[src/rtl/if_fetch_unit_pkg.sv]
// Shared definitions for the instruction-fetch stage: widths, reset/NOP values,
// fetch FSM states and the IF/ID output record.
package if_fetch_unit_pkg;

    localparam int XLEN = 32;

    localparam logic [XLEN-1:0] DEFAULT_RESET_PC = 32'h0000_0000;
    localparam logic [XLEN-1:0] DEFAULT_NOP_INST = 32'h0000_0013;

    typedef enum logic {
        S_REQ  = 1'b0,
        S_WAIT = 1'b1
    } fetch_state_e;

    typedef struct packed {
        logic            valid;
        logic [XLEN-1:0] now_pc;
        logic [XLEN-1:0] inst;
        logic [XLEN-1:0] advance_pc;
    } ifid_out_t;

    // Instructions are word aligned; the low two target bits are simply dropped.
    function automatic logic [XLEN-1:0] align_pc(input logic [XLEN-1:0] pc);
        return {pc[XLEN-1:2], 2'b00};
    endfunction

    function automatic logic [XLEN-1:0] next_seq_pc(input logic [XLEN-1:0] pc);
        return pc + 32'd4;
    endfunction

endpackage

[src/rtl/if_fetch_unit_if.sv]
// Instruction-memory request/response bus: one-outstanding req/gnt/rvalid handshake.
interface if_fetch_unit_if;
    import if_fetch_unit_pkg::*;

    logic            req;
    logic [XLEN-1:0] addr;
    logic            gnt;
    logic            rvalid;
    logic [XLEN-1:0] rdata;

    modport master (
        output req,
        output addr,
        input  gnt,
        input  rvalid,
        input  rdata
    );

    modport slave (
        input  req,
        input  addr,
        output gnt,
        output rvalid,
        output rdata
    );

endinterface

[src/rtl/if_fetch_unit_pc_reg.sv]
// Program counter register: loads an aligned redirect target or steps by 4 after
// each accepted instruction; redirect always wins.
module if_fetch_unit_pc_reg
    import if_fetch_unit_pkg::*;
#(
    parameter logic [XLEN-1:0] RESET_PC = DEFAULT_RESET_PC
) (
    input  logic            clk,
    input  logic            rst_n,
    input  logic            redirect_i,
    input  logic [XLEN-1:0] redirect_pc_i,
    input  logic            advance_i,
    output logic [XLEN-1:0] pc_o,
    output logic [XLEN-1:0] pc_plus4_o
);

    logic [XLEN-1:0] pc_q;
    logic [XLEN-1:0] pc_d;

    always_comb begin
        pc_d = pc_q;
        if (redirect_i) begin
            pc_d = align_pc(redirect_pc_i);
        end else if (advance_i) begin
            pc_d = next_seq_pc(pc_q);
        end
    end

    always_ff @(posedge clk or negedge rst_n) begin
        if (!rst_n) begin
            pc_q <= align_pc(RESET_PC);
        end else begin
            pc_q <= pc_d;
        end
    end

    assign pc_o       = pc_q;
    assign pc_plus4_o = next_seq_pc(pc_q);

endmodule

[src/rtl/if_fetch_unit.sv]
// Instruction-fetch stage: owns the PC, runs the one-outstanding imem handshake and
// presents {now_pc, inst, advance_pc, valid} to IF/ID, honouring stall and EX redirect.
module if_fetch_unit
    import if_fetch_unit_pkg::*;
#(
    parameter logic [XLEN-1:0] RESET_PC = DEFAULT_RESET_PC,
    parameter logic [XLEN-1:0] NOP_INST = DEFAULT_NOP_INST
) (
    input  logic               clk,
    input  logic               rst_n,
    input  logic               stall_i,
    input  logic               redirect_i,
    input  logic [XLEN-1:0]    redirect_pc_i,
    if_fetch_unit_if.master    imem,
    output logic               valid_o,
    output logic [XLEN-1:0]    now_pc_o,
    output logic [XLEN-1:0]    inst_o,
    output logic [XLEN-1:0]    advance_pc_o
);

    fetch_state_e    state_q;
    fetch_state_e    state_d;
    logic            kill_q;
    logic            kill_d;
    ifid_out_t       out_q;
    ifid_out_t       out_d;

    logic [XLEN-1:0] pc;
    logic [XLEN-1:0] pc_plus4;
    logic            can_issue;
    logic            req;
    logic            granted;
    logic            rsp_fire;
    logic            capture;

    if_fetch_unit_pc_reg #(
        .RESET_PC (RESET_PC)
    ) u_pc_reg (
        .clk           (clk),
        .rst_n         (rst_n),
        .redirect_i    (redirect_i),
        .redirect_pc_i (redirect_pc_i),
        .advance_i     (capture),
        .pc_o          (pc),
        .pc_plus4_o    (pc_plus4)
    );

    // A new fetch is only issued when the held instruction will leave this cycle.
    always_comb begin
        can_issue = !out_q.valid || !stall_i;
        req       = rst_n && (state_q == S_REQ) && can_issue;
        granted   = req && imem.gnt;
        rsp_fire  = (state_q == S_WAIT) && imem.rvalid;
        capture   = rsp_fire && !kill_q && !redirect_i;
    end

    always_comb begin
        state_d = state_q;
        kill_d  = kill_q;
        case (state_q)
            S_REQ: begin
                if (granted) begin
                    state_d = S_WAIT;
                    kill_d  = redirect_i;
                end
            end
            S_WAIT: begin
                if (rsp_fire) begin
                    state_d = S_REQ;
                    kill_d  = 1'b0;
                end else if (redirect_i) begin
                    kill_d  = 1'b1;
                end
            end
            default: begin
                state_d = S_REQ;
                kill_d  = 1'b0;
            end
        endcase
    end

    // Redirect flushes even under stall; otherwise a stalled valid holds bit-exact.
    always_comb begin
        out_d = out_q;
        if (redirect_i) begin
            out_d.valid = 1'b0;
            out_d.inst  = NOP_INST;
        end else if (capture) begin
            out_d.valid      = 1'b1;
            out_d.now_pc     = pc;
            out_d.inst       = imem.rdata;
            out_d.advance_pc = pc_plus4;
        end else if (out_q.valid && !stall_i) begin
            out_d.valid = 1'b0;
            out_d.inst  = NOP_INST;
        end
    end

    always_ff @(posedge clk or negedge rst_n) begin
        if (!rst_n) begin
            state_q          <= S_REQ;
            kill_q           <= 1'b0;
            out_q.valid      <= 1'b0;
            out_q.now_pc     <= '0;
            out_q.inst       <= NOP_INST;
            out_q.advance_pc <= '0;
        end else begin
            state_q <= state_d;
            kill_q  <= kill_d;
            out_q   <= out_d;
        end
    end

    assign imem.req     = req;
    assign imem.addr    = pc;
    assign valid_o      = out_q.valid;
    assign now_pc_o     = out_q.now_pc;
    assign inst_o       = out_q.inst;
    assign advance_pc_o = out_q.advance_pc;

    // A response with nothing outstanding is a memory protocol error.
    a_no_stray_rvalid: assert property (
        @(posedge clk) disable iff (!rst_n)
        !(imem.rvalid && state_q == S_REQ)
    );

    a_req_held_until_gnt: assert property (
        @(posedge clk) disable iff (!rst_n)
        (req && !imem.gnt && !redirect_i) |=> (req && $stable(imem.addr))
    );

endmodule
[src/flat_wrapper.sv]
// flat-port wrapper written by rule: the top's interface ports become plain ports
module if_fetch_unit_flat import if_fetch_unit_pkg::*;
#(
    parameter logic [XLEN-1:0] RESET_PC = DEFAULT_RESET_PC,
    parameter logic [XLEN-1:0] NOP_INST = DEFAULT_NOP_INST
)
  (clk, rst_n, stall_i, redirect_i, redirect_pc_i, valid_o, now_pc_o, inst_o, advance_pc_o, imem_req, imem_addr, imem_gnt, imem_rvalid, imem_rdata);
  if_fetch_unit_if imem_i ();
  input  logic clk;
  input  logic rst_n;
  input  logic stall_i;
  input  logic redirect_i;
  input  logic [XLEN-1:0] redirect_pc_i;
  output logic valid_o;
  output logic [XLEN-1:0] now_pc_o;
  output logic [XLEN-1:0] inst_o;
  output logic [XLEN-1:0] advance_pc_o;
  output wire logic [$bits(imem_i.req)-1:0] imem_req;
  output wire logic [$bits(imem_i.addr)-1:0] imem_addr;
  input wire logic [$bits(imem_i.gnt)-1:0] imem_gnt;
  input wire logic [$bits(imem_i.rvalid)-1:0] imem_rvalid;
  input wire logic [$bits(imem_i.rdata)-1:0] imem_rdata;
  assign imem_req = imem_i.req;
  assign imem_addr = imem_i.addr;
  assign imem_i.gnt = imem_gnt;
  assign imem_i.rvalid = imem_rvalid;
  assign imem_i.rdata = imem_rdata;
  if_fetch_unit #(.RESET_PC(RESET_PC), .NOP_INST(NOP_INST)) u_core (.clk(clk), .rst_n(rst_n), .stall_i(stall_i), .redirect_i(redirect_i), .redirect_pc_i(redirect_pc_i), .imem(imem_i), .valid_o(valid_o), .now_pc_o(now_pc_o), .inst_o(inst_o), .advance_pc_o(advance_pc_o));
endmodule
[config.mk]
export PLATFORM = sky130hd
export DESIGN_NAME = if_fetch_unit_flat
export DESIGN_NICKNAME = d
export VERILOG_FILES = /design/src/rtl/if_fetch_unit_pkg.sv /design/src/rtl/if_fetch_unit_if.sv /design/src/rtl/if_fetch_unit_pc_reg.sv /design/src/rtl/if_fetch_unit.sv /design/src/flat_wrapper.sv
export SDC_FILE = /design/constraint.sdc
export NUM_CORES = 1
export LEC_CHECK = 0
export BUFFER_PORTS_ARGS = -buffer_cell sky130_fd_sc_hd__buf_4
export CORE_MARGIN = 4
export CORE_UTILIZATION = 25
export CTS_CLUSTER_DIAMETER = 40
export DETAILED_ROUTE_END_ITERATION = 10
export GPL_TIMING_DRIVEN = 0
export MAX_ROUTING_LAYER = met4
export RECOVER_POWER = 25
export SYNTH_ARGS = -nofsm -noshare
export SYNTH_HDL_FRONTEND = slang
export SYNTH_HIERARCHICAL = 1
export SYNTH_SLANG_ARGS = --single-unit
[constraint.sdc]
create_clock -name clk -period 4.7 [get_ports clk]
set_input_delay 0.235 -clock clk [delete_from_list [all_inputs] [get_ports clk]]
set_output_delay 0.235 -clock clk [all_outputs]
set_load 0.02 [all_outputs]
==> results of run 1 <==
[state kept, by name, summed over array words and instances (netlist names)]
register,cells
u_core/u_pc_reg/pc_o,30
u_core/kill_q,1
u_core/advance_pc_o,32
u_core/state_q,1
u_core/inst_o,32
u_core/valid_o,1
u_core/now_pc_o,32
[critical path: stages (launching register included)]
cell and delay (ns):
dfrtp_1 0.39, nand3b_1 0.21, or2_4 0.29, clkinv_2 0.12, buf_12 0.17, buf_4 0.26, nand4_1 0.42, nor4_1 0.79
a31o_2 0.26, a31oi_1 0.07
[power groups by stage]
stage | Sequential (mW) | Combinational [mW] | Clock (mW)
after floorplan | 1.98 | 0.452 | 0
after global placement | 1.64 | 1.50 | 0
after detailed placement | 1.64 | 1.52 | 0
after CTS | 1.63 | 1.53 | 1.28
after global routing | 1.66 | 1.49 | 1.34
final | 1.62 | 1.40 | 1.24
[metal layers]
| metal | GRT usage (%) | vias to the layer above |
|---|---|---|
| li1 | - | 2285 |
| met1 | 18.9 | 2444 |
| met2 | 23.5 | 150 |
| met3 | 2.77 | 17 |
| met4 | 5.10 | 0 |
| met5 | - | - |
[Yosys cell counts, drive strengths merged (2+ instances only)]
cell type,count
or3,3
nor3,7
a22o,29
dfrtp,126
mux2,64
xnor2,26
or4,14
o21ai,17
a21oi,2
nand2,33
a2bb2oi,3
o31ai,9
nor4,2
nand3,22
and4,9
and3b,2
inv,8
a31oi,13
nand2b,2
dfstp,3
nor2,23
clkbuf,20
nand4,15
or2,2
buf,22
xor2,14
and3,3
[layout make-up]
class	count	area, sq um
Multi-Input combinational cell	333	2600
Tap cell	324	405
Timing Repair Buffer	197	1380
Fill cell	2493	15800
Clock buffer	24	482
Buffer	42	279
Inverter	9	35.0
Clock inverter	6	57.6
Sequential cell	129	3230
[through the flow]
| step | hold WS, ns | worst slack [ns] | area (sq um) | power, mW | cells |
|---|---|---|---|---|---|
| floorplan | -0.0606 | 2.25 | 6140 | 2.44 | 513 |
| global placement | 0.445 | 1.53 | 8010 | 3.14 | 1032 |
| detailed placement | 0.282 | 1.52 | 8050 | 3.16 | 1033 |
| CTS | 0.00110 | 1.51 | 8590 | 4.44 | 1064 |
| global route | 0.0162 | 1.34 | 8470 | 4.50 | 1064 |
| finish | 0.0308 | 1.55 | 8470 | 4.26 | 1064 |
[path summary, 6_finish.rpt]
kind / slack [ns] / cells after the start / start / end
setup / recovery: 1.55 / 9 / u_core/kill_q / u_core/u_pc_reg/pc_o[31]
hold / removal: 0.03 / 3 / redirect_pc_i[7] / u_core/u_pc_reg/pc_o[7]
setup reg to reg: 1.55 / 9 / u_core/kill_q / u_core/u_pc_reg/pc_o[31]
hold reg to reg: 0.46 / 2 / u_core/inst_o[4] / u_core/inst_o[4]
max in group asynchronous: 3.52 / 3 / rst_n / u_core/inst_o[4]
min in group asynchronous: 0.39 / 2 / rst_n / u_core/now_pc_o[1]
[logic make-up after synthesis]
group / after synthesis
buffers and inverters: 51
other: 1
adders and majority gates: 1
xor gates and xnor gates: 40
AOI/OAI and AO/OA: 82
and+or+nand+nor: 141
muxes: 65
DFF: 129
==> qor.csv, run 1 <==
stage,metric,value,unit
sta,fin_tns_setup,0,ns
routing,dr_wl_met2,9.60,mm
sta,finalHoldViolCount,0,
sta,setup_viol,0,
clocking,cts_resized,0,
synthesis,postSynth.asyncResetShare,100,%
clocking,clk_pin_slew,0.06,ns
clocking,cts_tree,yes,
routing,top_layer,met4,
routing,first_iter_violations,264,
sta,finalMaxSlewViolations,0,
clocking,htreeDepth,4,
worst_hold_path,hp-class,in2reg,
synthesis,synth_top_area_share,51.4,%
synthesis,ys_warn_count,6,
die,die_x,165,microns
finish,final_cell_mix,"buf_4 (175), dfrtp_1 (126), clkbuf_1 (57)",
synthesis,syn_inst,510,
synthesis,yosysSeqAreaShare,52.7,%
global_routing,grt_overflow,0,
clocking,clk_path_buf_depth,2,
synthesis,ys.flop_type,dfrtp_1,
global_routing,grt_usage,14.8,%
synthesis,yosys.area_share.adder,0.204,%
routing,drt-pass1-iter-count,4,
finish,final_common_cell,buf_4,
pwr,p_switching,1.43,mW
worst_setup_path,crit_type,reg2reg,
clocking,cts_root_buf,clkbuf_16,
synthesis,yosys.area.top_type,dfrtp_1,
finish,antenna_cells,0,
sta,fin_crit_sh,67.0,%
pwr,p_sw_share,33.6,%
routing,drc_errors,0,
global_routing,grt_max_degree,71,
die,core_region_area,24200,sq um
sta,max_freq,0.318,GHz
worst_setup_path,required,4.96,ns
clocking,postCtsHoldBufs,1,
clocking,cts.sinks,129,
routing,wl_met3,1.22,mm
clocking,post_cts_buffers,0,
routing,ant_nets,0,
clocking,insertion_delay,0.41,ns
run_status,status,"complete, no violations",
synthesis,synth-seq-cells,129,
routing,m1WireLength,8.43,mm
sta,final.min_clock_period,3.15,ns
synthesis,syn_avg_cell_area,12.0,sq um
sta,grt_setup_unrepaired,no,
synthesis,synth_edf_count,0,
worst_setup_path,cp_max_fo,15,
sta,worst_slew_pin_slew,0.890,ns
worst_setup_path,worst_setup_path_end_kind,register,
sta,finClkSkew,0.00980,ns
global_routing,grt_pass1_wl,29.2,mm
routing,totalWireLength,19.6,mm
die,start_util,25.3,%
flow_run,drv_cap,0,
synthesis,synthXorXnorAreaFrac,5.71,%
synthesis,synth_top_family_by_area,multiplexers,
routing,wl_per_cell,18.4,microns
synthesis,synth_area_leaders,"dfrtp_1 (51%), mux2_4 (7.3%), mux2_2 (6.2%), a22o_1 (4.1%), xnor2_1 (3.7%)",
die,std_cell_rows,57,
die,io_pins,200,
sta,max_slew_margin,40.1,%
worst_setup_path,crit_path_start_kind,register,
pwr,power.leakage,3.78,nW
finish,syn2layout_area_growth,38.1,%
pwr,p_clk_share,29.1,%
synthesis,synth_compound_area_share,9.75,%
finish,drive_gt1_share,38.2,%
routing,viasPerCell,4.60,
placement,port_buffers,195,
global_routing,first_global_vias,4926,
synthesis,synth.distinct_cells,51,
synthesis,synth_mux_area_share,13.7,%
finish,fin_nets,800,
pwr,combinationalPowerShare,32.9,%
die,dieArea,27100,sq um
pwr,p_per_area,503,nW/um^2
die,die_h,165,microns
pwr,ir_drop,0.228,mV
pwr,internal_power,2.83,mW
routing,vias,4896,
placement,routabilityCongestion,0.811,
placement,dp_hpwl,14.4,mm
finish,final_core_utilization,34.9,%
clocking,numCtsBuffers,17,
synthesis,syn-cell-area,6130,sq um
pwr,power_frac_seq,38.0,%
synthesis,synth_simple_gate_area_share,12.7,%
global_routing,antenna_found_initial,0,
worst_setup_path,arrival,3.40,ns
No activity file was read; power rests on OpenSTA's default activity.
==> run 2: changes to the inputs <==
--- a/config.mk
+++ b/config.mk
@@ -5,6 +5,7 @@
 export SDC_FILE = /design/constraint.sdc
 export NUM_CORES = 1
 export LEC_CHECK = 0
+export ABC_AREA = 1
 export BUFFER_PORTS_ARGS = -buffer_cell sky130_fd_sc_hd__buf_4
 export CORE_MARGIN = 4
 export CORE_UTILIZATION = 25
==> constraint.sdc (replaced) <==
create_clock -name clk -period 3.1 [get_ports clk]
set_input_delay 0.155 -clock clk [delete_from_list [all_inputs] [get_ports clk]]
set_output_delay 0.155 -clock clk [all_outputs]
set_load 0.02 [all_outputs]
==> run 2 against run 1 <==
Area after synthesis shrank 1.1%. Via count grew 17%. Routed wire length grew 6.7%. Critical path type is now in2reg. Critical endpoint is now u_core/u_pc_reg/pc_o[21].
==> qor.csv, run 2 <==
stage,metric,value,unit,change
sta,worst_slew_pin_slew,1.25,ns,was 0.890 ns
routing,wl_per_cell,15.4,microns,was 18.4 microns
sta,fin_tns_setup,0,ns,unchanged
synthesis,ys_warn_count,6,,unchanged
placement,routabilityCongestion,0.865,,was 0.811
synthesis,yosysSeqAreaShare,53.3,%,was 52.7%
worst_setup_path,r2r_slack,0.73,ns,was 1.55 ns
global_routing,first_global_vias,5746,,was 4926
sta,setup_viol,0,,unchanged
die,io_pins,200,,unchanged
clocking,htreeDepth,4,,unchanged
synthesis,synthTopCellsByCount,"nand2_1 (409), dfrtp_1 (126), nor2_1 (39)",,"was dfrtp_1 (126), mux2_2 (34), nand2_1 (33)"
sta,max_slew_margin,16.6,%,was 40.1%
routing,viasPerCell,4.23,,was 4.60
routing,drc_errors,0,,unchanged
die,die_x,164,microns,was 165 microns
placement,dp_hpwl,15.2,mm,was 14.4 mm
placement,port_buffers,195,,unchanged
clocking,post_cts_buffers,0,,unchanged
synthesis,synth_top_area_share,52.0,%,was 51.4%
routing,ant_nets,0,,unchanged
die,std_cell_rows,56,,was 57
worst_setup_path,required,3.45,ns,was 4.96 ns
synthesis,postSynth.asyncResetShare,100,%,unchanged
sta,finalMaxSlewViolations,0,,unchanged
pwr,power.leakage,4.67,nW,was 3.78 nW
clocking,insertion_delay,0.42,ns,was 0.41 ns
clocking,cts.sinks,129,,unchanged
routing,vias,5747,,was 4896
die,start_util,25.6,%,was 25.3%
synthesis,syn_inst,742,,was 510
finish,fillers,2505,,was 2493
clocking,cts_tree,yes,,unchanged
pwr,p_total,6.37,mW,was 4.26 mW
global_routing,gr-max-usage-layer,met2,,unchanged
clocking,clk_path_buf_depth,2,,unchanged
routing,drt-pass1-iter-count,5,,was 4
synthesis,yosys.area.top_type,dfrtp_1,,unchanged
synthesis,syn_avg_cell_area,8.17,sq um,was 12.0 sq um
worst_setup_path,cp_cell_sequence,"dlygate4sd3_1, buf_4, nand2_1, nor2_4, nand2_2, inv_2, buf_6, buf_6, nor2_1, buf_2, buf_1, a22oi_1, nand2_1",,"was nand3b_1, or2_4, clkinv_2, buf_12, buf_4, nand4_1, nor4_1, a31o_2, a31oi_1"
die,die_h,164,microns,was 165 microns
die,core_region_area,23700,sq um,was 24200 sq um
worst_setup_path,slowest_stage,dlygate4sd3_1,,was nor4_1
die,dieArea,26800,sq um,was 27100 sq um
synthesis,syn-cell-area,6060,sq um,was 6130 sq um
synthesis,synth_area_leaders,"dfrtp_1 (52%), nand2_1 (25%), a22oi_1 (3.2%), nor2_1 (2.4%), buf_6 (1.7%)",,"was dfrtp_1 (51%), mux2_4 (7.3%), mux2_2 (6.2%), a22o_1 (4.1%), xnor2_1 (3.7%)"
finish,syn2layout_area_growth,49.0,%,was 38.1%
worst_setup_path,cp_max_fo,11,,was 15
global_routing,use_met1,20.9,%,was 18.9%
sta,grt_setup_unrepaired,no,,unchanged
sta,holdWs,0.0539,ns,was 0.0308 ns
sta,finClkSkew,0.00947,ns,was 0.00980 ns
clocking,cts_root_buf,clkbuf_16,,unchanged
global_routing,use_met3,4.14,%,was 2.77%
worst_setup_path,arrival,2.74,ns,was 3.40 ns
global_routing,grt.met2_usage,25.1,%,was 23.5%
sta,final.min_clock_period,2.39,ns,
placement,dp.cells,1260,,was 1033
synthesis,synth_edf_count,0,,unchanged
global_routing,grt_pass1_wl,32.1,mm,was 29.2 mm
global_routing,grt_usage,16.0,%,was 14.8%
clocking,numCtsBuffers,17,,unchanged
finish,final_cell_mix,"nand2_1 (410), buf_4 (151), dfrtp_1 (126)",,"was buf_4 (175), dfrtp_1 (126), clkbuf_1 (57)"
routing,first_iter_violations,364,,was 264
run_status,status,"complete, no violations",,unchanged
pwr,p_per_area,705,nW/um^2,was 503 nW/um^2
worst_setup_path,crit_path_start_kind,input pin,,was register
sta,fin_crit_sh,77.0,%,
global_routing,grt_max_degree,86,,was 71
routing,totalWireLength,20.9,mm,was 19.6 mm
worst_hold_path,hp-class,in2reg,,unchanged
pwr,ir_drop,0.343,mV,was 0.228 mV
worst_setup_path,crit_type,in2reg,,was reg2reg
synthesis,synth.distinct_cells,31,,was 51
global_routing,antenna_found_initial,2,,was 0
synthesis,synth_most_common_cell,nand2_1,,was dfrtp_1
global_routing,grt_overflow,0,,unchanged
synthesis,ys.flop_type,dfrtp_1,,unchanged
finish,stdcell_count,1359,,was 1064
finish,final_common_cell,nand2_1,,was buf_4
flow_run,drv_cap,0,,unchanged
finish,fin_nets,1096,,was 800
sta,finalHoldViolCount,0,,unchanged
synthesis,synth-seq-cells,129,,unchanged
clocking,clk_pin_slew,0.06,ns,about the same
sta,max_freq,0.419,GHz,
worst_setup_path,worst_setup_path_end_kind,register,,unchanged
worst_setup_path,critical_path.max_stage_delay,0.54,ns,was 0.79 ns
finish,drive_gt1_share,23.1,%,was 38.2%
==> run 2: cell types whose count changed after synthesis, sizes merged, moves of 13 or more <==
cell	delta
a31oi	-13
inv	+22
nand2	+387
or4	-14
a22o	-29
nand4	-13
a22oi	+26
nor2	+30
xnor2	-23
mux2	-64
==> run 2: power breakdown <==
group	internal, mW	total, mW	leakage, nW	switching, mW
combinational	0.717	1.88	2.72	1.16
clock	1.28	2.09	0.291	0.815
sequential	2.10	2.41	1.66	0.308
==> run 2: logic make-up (layout without fill, tap and decap cells) <==
| kind of cell | Yosys count | in the layout | share of synthesized area (%) |
|---|---|---|---|
| flops | 129 | 129 | 53.3 |
| compound gates | 35 | 35 | 4.11 |
| other cells | 1 | 6 | 0.0618 |
| buf+inv | 62 | 355 | 5.41 |
| xor+xnor | 15 | 15 | 2.91 |
| simple gates | 499 | 499 | 34.0 |
| fa+ha+maj | 1 | 1 | 0.206 |
==> run 2: final timing paths <==
path                                         from                       end  cells past startpoint
worst max-delay path                  imem_rvalid  u_core/u_pc_reg/pc_o[21]                     13
max in group asynchronous                   rst_n   u_core/advance_pc_o[27]                      3
worst max register to register     u_core/state_q  u_core/u_pc_reg/pc_o[21]                     11
min in group asynchronous                   rst_n       u_core/now_pc_o[16]                      2
worst min-delay path                      stall_i            u_core/valid_o                      3
worst min register to register  u_core/inst_o[16]         u_core/inst_o[16]                      2
==> run 2: repair_timing <==
action | 4_1_cts | 5_1_grt
resized for setup | 0 | 0
hold buffers | 65 | 0
hold endpoints to repair | 105 | 0
==> run 2: cell type report <==
| type | instances | area (sq um) | share of cell area, % |
|---|---|---|---|
| Inverter | 30 | 113 | 1.25 |
| Antenna cell | 2 | 5.00 | 0.0554 |
| Clock buffer | 17 | 425 | 4.71 |
| Tap cell | 319 | 399 | 4.42 |
| Timing Repair Buffer | 261 | 1950 | 21.6 |
| Buffer | 32 | 215 | 2.38 |
| Clock inverter | 15 | 184 | 2.04 |
| Multi-Input combinational cell | 554 | 2510 | 27.8 |
| Sequential cell | 129 | 3230 | 35.8 |
==> run 2: through the flow <==
stage	setup slack [ns]	cell area (sq um)	utilization (%)
CTS	0.780	9230	39.0
floorplan	1.39	6080	-
global placement	0.807	7940	33.5
global route	0.602	9040	38.2
finish	0.712	9040	38.2
detailed placement	0.797	7970	33.7
==> run 2: critical path, delay by kind of cell <==
family / cells / cell delay (ns)
buffers and inverters: 7 / 1.85
and+or+nand+nor: 5 / 0.57
AOI/OAI and AO/OA: 1 / 0.15
==> run 2: layer usage <==
layer / wire [microns] / up-vias
li1: - / 2863
met4: 214 / 0
met5: 0 / -
met2: 9630 / 163
met3: 1360 / 12
met1: 9700 / 2709
